`src/rtl/gate_shift_seq_pkg.sv`:
```
// Shared definitions for the bit-serial gate/shift sequencer: op codes,
// FSM states and the direction/rotate encodings.
package gate_shift_pkg;

  localparam logic [2:0] OP_AND  = 3'd0;
  localparam logic [2:0] OP_OR   = 3'd1;
  localparam logic [2:0] OP_NAND = 3'd2;
  localparam logic [2:0] OP_NOR  = 3'd3;
  localparam logic [2:0] OP_XOR  = 3'd4;
  localparam logic [2:0] OP_XNOR = 3'd5;
  localparam logic [2:0] OP_NOTA = 3'd6;
  localparam logic [2:0] OP_PASS = 3'd7;

  localparam logic DIR_LEFT  = 1'b0;
  localparam logic DIR_RIGHT = 1'b1;

  localparam logic ROT_LOGICAL = 1'b0;
  localparam logic ROT_ROTATE  = 1'b1;

  typedef enum logic [1:0] {
    IDLE  = 2'd0,
    EVAL  = 2'd1,
    SHIFT = 2'd2,
    DONE  = 2'd3
  } state_t;

endpackage

```
`src/rtl/gate_shift_seq_if.sv`:
```
// Operand/result handshake bundle of the sequencer; the producer/consumer
// side uses the master modport, the sequencer itself the slave modport.
interface gate_shift_seq_if #(
  parameter int WIDTH = 4
);

  localparam int SHW = $clog2(WIDTH);

  logic             in_valid;
  logic             in_ready;
  logic [WIDTH-1:0] a;
  logic [WIDTH-1:0] b;
  logic [2:0]       op;
  logic [SHW-1:0]   shamt;
  logic             dir;
  logic             rot;
  logic             out_valid;
  logic             out_ready;
  logic [WIDTH-1:0] result;
  logic             busy;

  modport master (
    output in_valid, a, b, op, shamt, dir, rot, out_ready,
    input  in_ready, out_valid, result, busy
  );

  modport slave (
    input  in_valid, a, b, op, shamt, dir, rot, out_ready,
    output in_ready, out_valid, result, busy
  );

endinterface

```
`src/rtl/gate_shift_seq_gate_bit.sv`:
```
// Combinational 1-bit logic gate with op select; the sequencer time-shares
// a single instance across all operand bits.
module gate_bit
  import gate_shift_pkg::*;
(
  input  logic       a,
  input  logic       b,
  input  logic [2:0] op,
  output logic       y
);

  always_comb begin
    y = 1'b0;
    case (op)
      OP_AND:  y = a & b;
      OP_OR:   y = a | b;
      OP_NAND: y = ~(a & b);
      OP_NOR:  y = ~(a | b);
      OP_XOR:  y = a ^ b;
      OP_XNOR: y = ~(a ^ b);
      OP_NOTA: y = ~a;
      OP_PASS: y = a;
      default: y = a;
    endcase
  end

endmodule

```
`src/rtl/gate_shift_seq.sv`:
```
// Bit-serial logic-and-shift sequencer: evaluates one gate bit per cycle,
// then shifts/rotates the assembled word one position per cycle.
module gate_shift_seq
  import gate_shift_pkg::*;
#(
  parameter int WIDTH = 4
) (
  input  logic               clk,
  input  logic               rst_n,
  gate_shift_seq_if.slave    bus
);

  localparam int SHW = $clog2(WIDTH);

  state_t           state_q, state_d;
  logic [WIDTH-1:0] a_q, a_d;
  logic [WIDTH-1:0] b_q, b_d;
  logic [2:0]       op_q, op_d;
  logic             dir_q, dir_d;
  logic             rot_q, rot_d;
  logic [WIDTH-1:0] acc_q, acc_d;
  logic [SHW-1:0]   cnt_q, cnt_d;
  logic [SHW-1:0]   sh_cnt_q, sh_cnt_d;
  logic             gate_y;

  gate_bit u_gate_bit (
    .a  (a_q[cnt_q]),
    .b  (b_q[cnt_q]),
    .op (op_q),
    .y  (gate_y)
  );

  always_ff @(posedge clk or negedge rst_n) begin
    if (!rst_n) begin
      state_q  <= IDLE;
      a_q      <= '0;
      b_q      <= '0;
      op_q     <= '0;
      dir_q    <= 1'b0;
      rot_q    <= 1'b0;
      acc_q    <= '0;
      cnt_q    <= '0;
      sh_cnt_q <= '0;
    end else begin
      state_q  <= state_d;
      a_q      <= a_d;
      b_q      <= b_d;
      op_q     <= op_d;
      dir_q    <= dir_d;
      rot_q    <= rot_d;
      acc_q    <= acc_d;
      cnt_q    <= cnt_d;
      sh_cnt_q <= sh_cnt_d;
    end
  end

  // The shift counter is loaded with shamt at accept so SHIFT can run straight off it.
  always_comb begin
    state_d  = state_q;
    a_d      = a_q;
    b_d      = b_q;
    op_d     = op_q;
    dir_d    = dir_q;
    rot_d    = rot_q;
    acc_d    = acc_q;
    cnt_d    = cnt_q;
    sh_cnt_d = sh_cnt_q;

    case (state_q)
      IDLE: begin
        if (bus.in_valid) begin
          a_d      = bus.a;
          b_d      = bus.b;
          op_d     = bus.op;
          dir_d    = bus.dir;
          rot_d    = bus.rot;
          sh_cnt_d = bus.shamt;
          acc_d    = '0;
          cnt_d    = '0;
          state_d  = EVAL;
        end
      end

      EVAL: begin
        acc_d[cnt_q] = gate_y;
        cnt_d        = cnt_q + SHW'(1);
        if (cnt_q == SHW'(WIDTH - 1)) begin
          cnt_d   = '0;
          state_d = (sh_cnt_q != '0) ? SHIFT : DONE;
        end
      end

      SHIFT: begin
        if (dir_q == DIR_RIGHT) begin
          acc_d = {(rot_q == ROT_ROTATE) ? acc_q[0] : 1'b0, acc_q[WIDTH-1:1]};
        end else begin
          acc_d = {acc_q[WIDTH-2:0], (rot_q == ROT_ROTATE) ? acc_q[WIDTH-1] : 1'b0};
        end
        sh_cnt_d = sh_cnt_q - SHW'(1);
        if (sh_cnt_q == SHW'(1)) begin
          state_d = DONE;
        end
      end

      DONE: begin
        if (bus.out_ready) begin
          state_d = IDLE;
        end
      end

      default: state_d = IDLE;
    endcase
  end

  assign bus.in_ready  = (state_q == IDLE);
  assign bus.busy      = (state_q == EVAL) || (state_q == SHIFT);
  assign bus.out_valid = (state_q == DONE);
  assign bus.result    = acc_q;

endmodule

```
`src/flat_wrapper.sv`:
```
// flat-port wrapper written by rule: the top's interface ports become plain ports
module gate_shift_seq_flat import gate_shift_pkg::*;
#(
  parameter int WIDTH = 4
)
  (clk, rst_n, bus_in_valid, bus_a, bus_b, bus_op, bus_shamt, bus_dir, bus_rot, bus_out_ready, bus_in_ready, bus_out_valid, bus_result, bus_busy);
  gate_shift_seq_if #(.WIDTH(WIDTH)) bus_i ();
  input  logic clk;
  input  logic rst_n;
  input wire logic [$bits(bus_i.in_valid)-1:0] bus_in_valid;
  input wire logic [$bits(bus_i.a)-1:0] bus_a;
  input wire logic [$bits(bus_i.b)-1:0] bus_b;
  input wire logic [$bits(bus_i.op)-1:0] bus_op;
  input wire logic [$bits(bus_i.shamt)-1:0] bus_shamt;
  input wire logic [$bits(bus_i.dir)-1:0] bus_dir;
  input wire logic [$bits(bus_i.rot)-1:0] bus_rot;
  input wire logic [$bits(bus_i.out_ready)-1:0] bus_out_ready;
  output wire logic [$bits(bus_i.in_ready)-1:0] bus_in_ready;
  output wire logic [$bits(bus_i.out_valid)-1:0] bus_out_valid;
  output wire logic [$bits(bus_i.result)-1:0] bus_result;
  output wire logic [$bits(bus_i.busy)-1:0] bus_busy;
  assign bus_i.in_valid = bus_in_valid;
  assign bus_i.a = bus_a;
  assign bus_i.b = bus_b;
  assign bus_i.op = bus_op;
  assign bus_i.shamt = bus_shamt;
  assign bus_i.dir = bus_dir;
  assign bus_i.rot = bus_rot;
  assign bus_i.out_ready = bus_out_ready;
  assign bus_in_ready = bus_i.in_ready;
  assign bus_out_valid = bus_i.out_valid;
  assign bus_result = bus_i.result;
  assign bus_busy = bus_i.busy;
  gate_shift_seq #(.WIDTH(WIDTH)) u_core (.clk(clk), .rst_n(rst_n), .bus(bus_i));
endmodule
```
`config.mk`:
```
export PLATFORM = sky130hd
export DESIGN_NAME = gate_shift_seq_flat
export DESIGN_NICKNAME = d
export VERILOG_FILES = /design/src/rtl/gate_shift_seq_pkg.sv /design/src/rtl/gate_shift_seq_if.sv /design/src/rtl/gate_shift_seq_gate_bit.sv /design/src/rtl/gate_shift_seq.sv /design/src/flat_wrapper.sv
export SDC_FILE = /design/constraint.sdc
export NUM_CORES = 1
export LEC_CHECK = 0
export ABC_AREA = 0
export CAP_MARGIN = 15
export CORE_ASPECT_RATIO = 0.6
export CORE_MARGIN = 3
export CORE_UTILIZATION = 47
export CTS_BUF_LIST = sky130_fd_sc_hd__clkbuf_8 sky130_fd_sc_hd__clkbuf_16
export CTS_CLUSTER_SIZE = 20
export DETAILED_ROUTE_END_ITERATION = 10
export PLACE_DENSITY = 0.83
export SLEW_MARGIN = 20
export SYNTH_ARGS = -nofsm -noshare
export SYNTH_HDL_FRONTEND = slang
export SYNTH_HIERARCHICAL = 1
export SYNTH_SLANG_ARGS = --single-unit
```
`constraint.sdc`:
```
create_clock -name clk -period 2.4 [get_ports clk]
set_input_delay 0.48 -clock clk [delete_from_list [all_inputs] [get_ports clk]]
set_output_delay 0.48 -clock clk [all_outputs]
set_load 0.01 [all_outputs]
```
# Word-level counts from Yosys, hierarchy flattened

Index checks and enable logic that the tools add are counted.
W data, S select, Z words.

Input port bits: 19
Register bits: 23
Output and inout bits: 7
Word-level logic and storage cells: 73

Equality and inequality tests: 16
Reductions and logical operators: 13
Add/sub/neg operators: 2
Bitwise gates (word level): 7
$lt $le $gt $ge: 2
Mux-type cells: 24

Operators with widths:

| operator              | count |
|---|---|
| $mux W2               | 7 |
| $eq A3 B3 Y1 const B  | 4 |
| $pmux W4 S3           | 1 |
| $mux W4               | 2 |
| $pmux W1 S8           | 1 |
| $pmux W2 S2           | 2 |
| $pmux W2 S4           | 1 |
| $reduce_and A2 Y1     | 4 |
| $eq A2 B2 Y1 const B  | 3 |
| $eq A3 B2 Y1 const B  | 2 |
| $mux W1               | 6 |
| $reduce_bool A2 Y1    | 3 |
| $bmux W1 S2           | 2 |
| $bwmux W4             | 1 |
| $eq A2 B1 Y1 const B  | 2 |
| $ne A2 B1 Y1 const B  | 2 |
| $ne A2 B2 Y1 const B  | 2 |
| $not A1 Y1            | 4 |
| $reduce_and A4 Y1     | 1 |
| $eq A3 B1 Y1 const B  | 1 |
| $logic_not A3 Y1      | 1 |
| $lt A2 B3 Y1 const B  | 1 |
| $reduce_bool A3 Y1    | 1 |
| $add A2 B1 Y2 const B | 1 |
| 9 further kinds       | 9 |

# Longest topological paths before layout

Depth after elaboration: 7
Mapped depth: 10

# Cells and area by module

The synthesis kept the hierarchy.

Modules (own cells, without submodules):

| module         | instances | cells an instance | area each (µm²) |
|---|---|---|---|
| gate_shift_seq | 1         | 110               | 1327.5 |
| gate_bit       | 1         | 16                | 115.1 |

# Worst setup path before layout

No wires, ideal clock.

Path type: register to register
Start: register u_core.cnt_q[0]
End: register u_core.acc_q[1], in the netlist u_core/bus.result[1]
Data required time: 2.278 ns
Setup slack: 0.061 ns
Buffers on the path: 0
Cell stages (with the launch flop): 10
Arrival time: 2.217 ns
Path through: dfrtp_1 > mux4_2 > inv_1 > ha_1 > xor2_1 > o22ai_1 > nor3b_2 > mux2_2 > a22oi_1 > o2bb2ai_1

Cells in the longest elaborated chain, start to end: 7
Elaborated cells between the ends (all ways): 19
Those cells by class: order compare (2); mux (9); bitwise (7); reduce/logical (1)

Ends and longest elaborated chain:

| item                                  | line                                                                                        | RTL |
|---|---|---|
| from (decl)                           | gate_shift_seq.sv:22                                                                        | `logic [SHW-1:0] cnt_q, cnt_d;` |
| from (signal assigned)                | gate_shift_seq.sv:52                                                                        | `cnt_q <= cnt_d;` |
| $bmux W1 S2 (on tied branches)        | gate_shift_seq.sv:27, gate_shift_seq.sv:28                                                  |  |
| $mux W1 (on tied branches)            | gate_shift_seq.sv:27, gate_shift_seq.sv:28                                                  |  |
| $xor A1 B1 Y1 (tied with other cells) | gate_shift_seq_gate_bit.sv:19, gate_shift_seq_gate_bit.sv:20                                |  |
| $not A1 Y1 (on tied branches)         | gate_shift_seq_gate_bit.sv:20, gate_shift_seq_gate_bit.sv:17, gate_shift_seq_gate_bit.sv:18 |  |
| $pmux W1 S8 *                         | gate_shift_seq_gate_bit.sv:14                                                               | `case (op)` |
| named net u_core.gate_y               | gate_shift_seq.sv:24                                                                        | `logic gate_y;` |
| $bwmux W4 *                           | gate_shift_seq.sv:85                                                                        | `acc_d[cnt_q] = gate_y;` |
| $pmux W4 S3 *                         | gate_shift_seq.sv:69                                                                        | `case (state_q)` |
| to (signal assigned)                  | gate_shift_seq.sv:41                                                                        | `acc_q <= '0;` |
| to (signal assigned)                  | gate_shift_seq.sv:51                                                                        | `acc_q <= acc_d;` |
| to (decl)                             | gate_shift_seq.sv:21                                                                        | `logic [WIDTH-1:0] acc_q, acc_d;` |

The timed path passes the listed nets; every way through them passes the cells marked *. The select of a mux whose other input is x is not followed.
A chain may end at the register's enable or synchronous reset.

# Worst setup path after layout

Start: register u_core.cnt_q[0]
End: register u_core.acc_q[2], in the netlist u_core/bus.result[2]

The elaborated chain is that of the path after synthesis.

==> flow_summary.toml <==
[timing]
finalWorstPathRequiredPeriod_ns = 2.32
worstMarginPinSlew_ns = 0.542
fin_skew_ns = 0.00502
hold_viol = 0
finalMaxSlewViolations = 0
slew_headroom_pct = 63.8
tns_ns = 0
setup_viol = 0
period_share_pct = 96.6
fmax_mhz = 431

[setup_path]
cp.arrival_ns = 2.51
slowest_stage = "mux4_2"
max_stage_delay_ns = 0.57
path_cells = "mux4_2 -> inv_2 -> ha_4 -> xor2_2 -> o22ai_2 -> nor3b_2 -> nand2_1 -> o21ai_0 -> a22oi_1 -> o22ai_1"
endpoint_kind = "register"
cp-start-kind = "register"
cpLargestDelayFamily = "multiplexers"
worstPathRequired_ns = 2.59
worstSetupPathType = "reg2reg"
path_buf_inv = 1
cp_max_fo = 4

[clocking]
htree_levels = 1
clk_pin_slew_ns = 0.08
cts_tree = "done"
cts_buffers = 3
clockRootBuffer = "clkbuf_8"
clockBufferDepth = 2
clk_latency_ns = 0.27
cts.sinks = 23

[logic_synthesis]
synthFlopType = "dfrtp_1"
syn_nets = 159
synth_async_sr_flop_share_pct = 100
ys_ff_latch = 23
yosysSeqAreaShare_pct = 39.9
synth_cell_types = 31
netlist_area_um2 = 1440
synth_edf_count = 0
synth_area_per_cell_um2 = 11.4
yosysWarnings = 6
synthCells = 126

[layout]
final_layout_size_suffix_gt1_share_pct = 26.6
mostFrequentLayoutCells = "clkdlybuf4s50_1, dfrtp_1, mux2_2, ha_1, inv_1"
nFillCells = 203
final_cell_area_um2 = 1860
layout.nets = 192
final_common_cell = "clkdlybuf4s50_1"
area_delta_synth_final_pct = 29.0
antenna_cells = 0

[drt]
wl_um = 3080
avgViaCountPerCell = 5.47
vias = 1084
drt_pass1_iterations = 4
drc = 0
avgRoutedWirePerCell_um = 15.6
drt_iter0_drc = 67
ant_nets = 0

[power_and_ir_drop]
p_per_area_nw_per_um2 = 1400
ir_worst_vdd_uv = 724
power.total_mw = 2.61
p_leak_nw = 0.794

[grt]
grt_max_degree = 24
grt_pass1_vias = 1069
grt_pass1_wl_um = 5120
antenna_found_initial = 0
grt.total_usage_pct = 17.1
grt-ovfl-total = 0

[floorplan]
io_pins = 26
rows = 14
fp.dieW_um = 77.5
die_y_um = 48.9
die-area_um2 = 3790
initial_utilization_pct = 53.1
core_um2 = 2720

[run_status]
status = "finished clean"

[flow_run]
drv_cap = 0

[hold_path]
worstHoldPathType = "reg2reg"

[place]
port_buffers = 25
place.gp.congestion = 0.745
dpl_cell_area_um2 = 1760
place_hpwl_um = 2370
layer usage:
layer  up-vias  part of all wire, %  global-route usage [%]
li1        511                    -                       -
met1       523                   44                    21.7
met2        46                   48                    28.5
met3         4                  7.8                    5.90
met4         0                 0.58                    3.55
met5         -                    0                       0
what timing repair did:
item | in CTS | in global routing
endpoints found under the hold margin | 0 | 0
setup endpoints to repair | 0 | 5
resized for setup | 0 | 8
setup buffers | 0 | 1
hold buffers | 0 | 0
state kept, by name, indices dropped and copies added (netlist names):
register           flops
u_core/op_q            3
u_core/bus.result      4
u_core/b_q             4
u_core/sh_cnt_q        2
u_core/state_q         2
u_core/a_q             4
u_core/cnt_q           2
u_core/rot_q           1
u_core/dir_q           1
logic make-up (layout without fill, tap and decap cells):
logic type	count (synthesis)	in the layout	synth area share, %
multiplexers	25	25	20.7
XOR/XNOR	3	3	1.82
buffers and inverters	12	44	3.21
flip-flops	23	23	39.9
AO/OA/AOI/OAI	25	25	12.7
AND/OR/NAND/NOR	24	24	9.54
adder cells (fa/ha/maj)	14	14	12.1
where the power goes:
| group | switching (mW) | internal (mW) |
|---|---|---|
| clock network | 0.129 | 0.116 |
| registers | 0.185 | 0.576 |
| logic | 0.754 | 0.852 |
| total | 1.07 | 1.54 |
stage by stage:
| step | hold WS [ns] | worst slack, ns | std cells | utilization [%] |
|---|---|---|---|---|
| floorplan | 0.184 | 0.0606 | 126 | - |
| global placement | 0.493 | 0.126 | 193 | 65.0 |
| detailed placement | 0.493 | 0.0172 | 193 | 65.0 |
| CTS | 0.512 | 0.0168 | 197 | 66.7 |
| global route | 0.538 | -0.0554 | 198 | 68.5 |
| finish | 0.508 | 0.0813 | 198 | 68.5 |
synth_stat cells (2+ instances only):
library cell,n,area share [%]
a32oi_1,2,1.2
xnor2_1,2,1.2
nand3_1,2,0.69
a21oi_1,4,1.4
dfrtp_1,23,40
inv_1,10,2.6
mux4_2,2,3.1
mux2i_1,4,2.8
ha_1,14,12
nor2_1,5,1.3
mux2_2,18,14
o2bb2ai_1,3,1.8
a22oi_1,4,2.1
nand2b_1,2,0.87
o21ai_0,7,2.4
o22ai_1,2,0.87
nand2_1,6,1.6
nor2b_1,3,1.3
cell type report:
| cell class | count | area [um^2] | share of cell area [%] |
|---|---|---|---|
| Sequential cell | 23 | 576 | 30.9 |
| Clock inverter | 1 | 5.00 | 0.269 |
| Inverter | 10 | 37.5 | 2.02 |
| Timing Repair Buffer | 30 | 288 | 15.5 |
| Multi-Input combinational cell | 91 | 863 | 46.4 |
| Tap cell | 40 | 50.0 | 2.69 |
| Clock buffer | 3 | 41.3 | 2.22 |
path summary, 6_finish.rpt:
path                       depth (start not counted)                         from  slack, ns                                to
setup / recovery                                  10  u_core/cnt_q[0]$_DFFE_PN0P_       0.08  u_core/bus.result[2]$_DFFE_PN0P_
hold / removal                                     1    u_core/b_q[2]$_DFFE_PN0P_       0.51         u_core/b_q[2]$_DFFE_PN0P_
setup reg to reg                                  10  u_core/cnt_q[0]$_DFFE_PN0P_       0.08  u_core/bus.result[2]$_DFFE_PN0P_
hold reg to reg                                    1    u_core/b_q[2]$_DFFE_PN0P_       0.51         u_core/b_q[2]$_DFFE_PN0P_
max in group asynchronous                          2                        rst_n       1.60         u_core/b_q[0]$_DFFE_PN0P_
min in group asynchronous                          2                        rst_n       0.57         u_core/a_q[2]$_DFFE_PN0P_
Note: power is estimated with default switching activity, not from simulation.
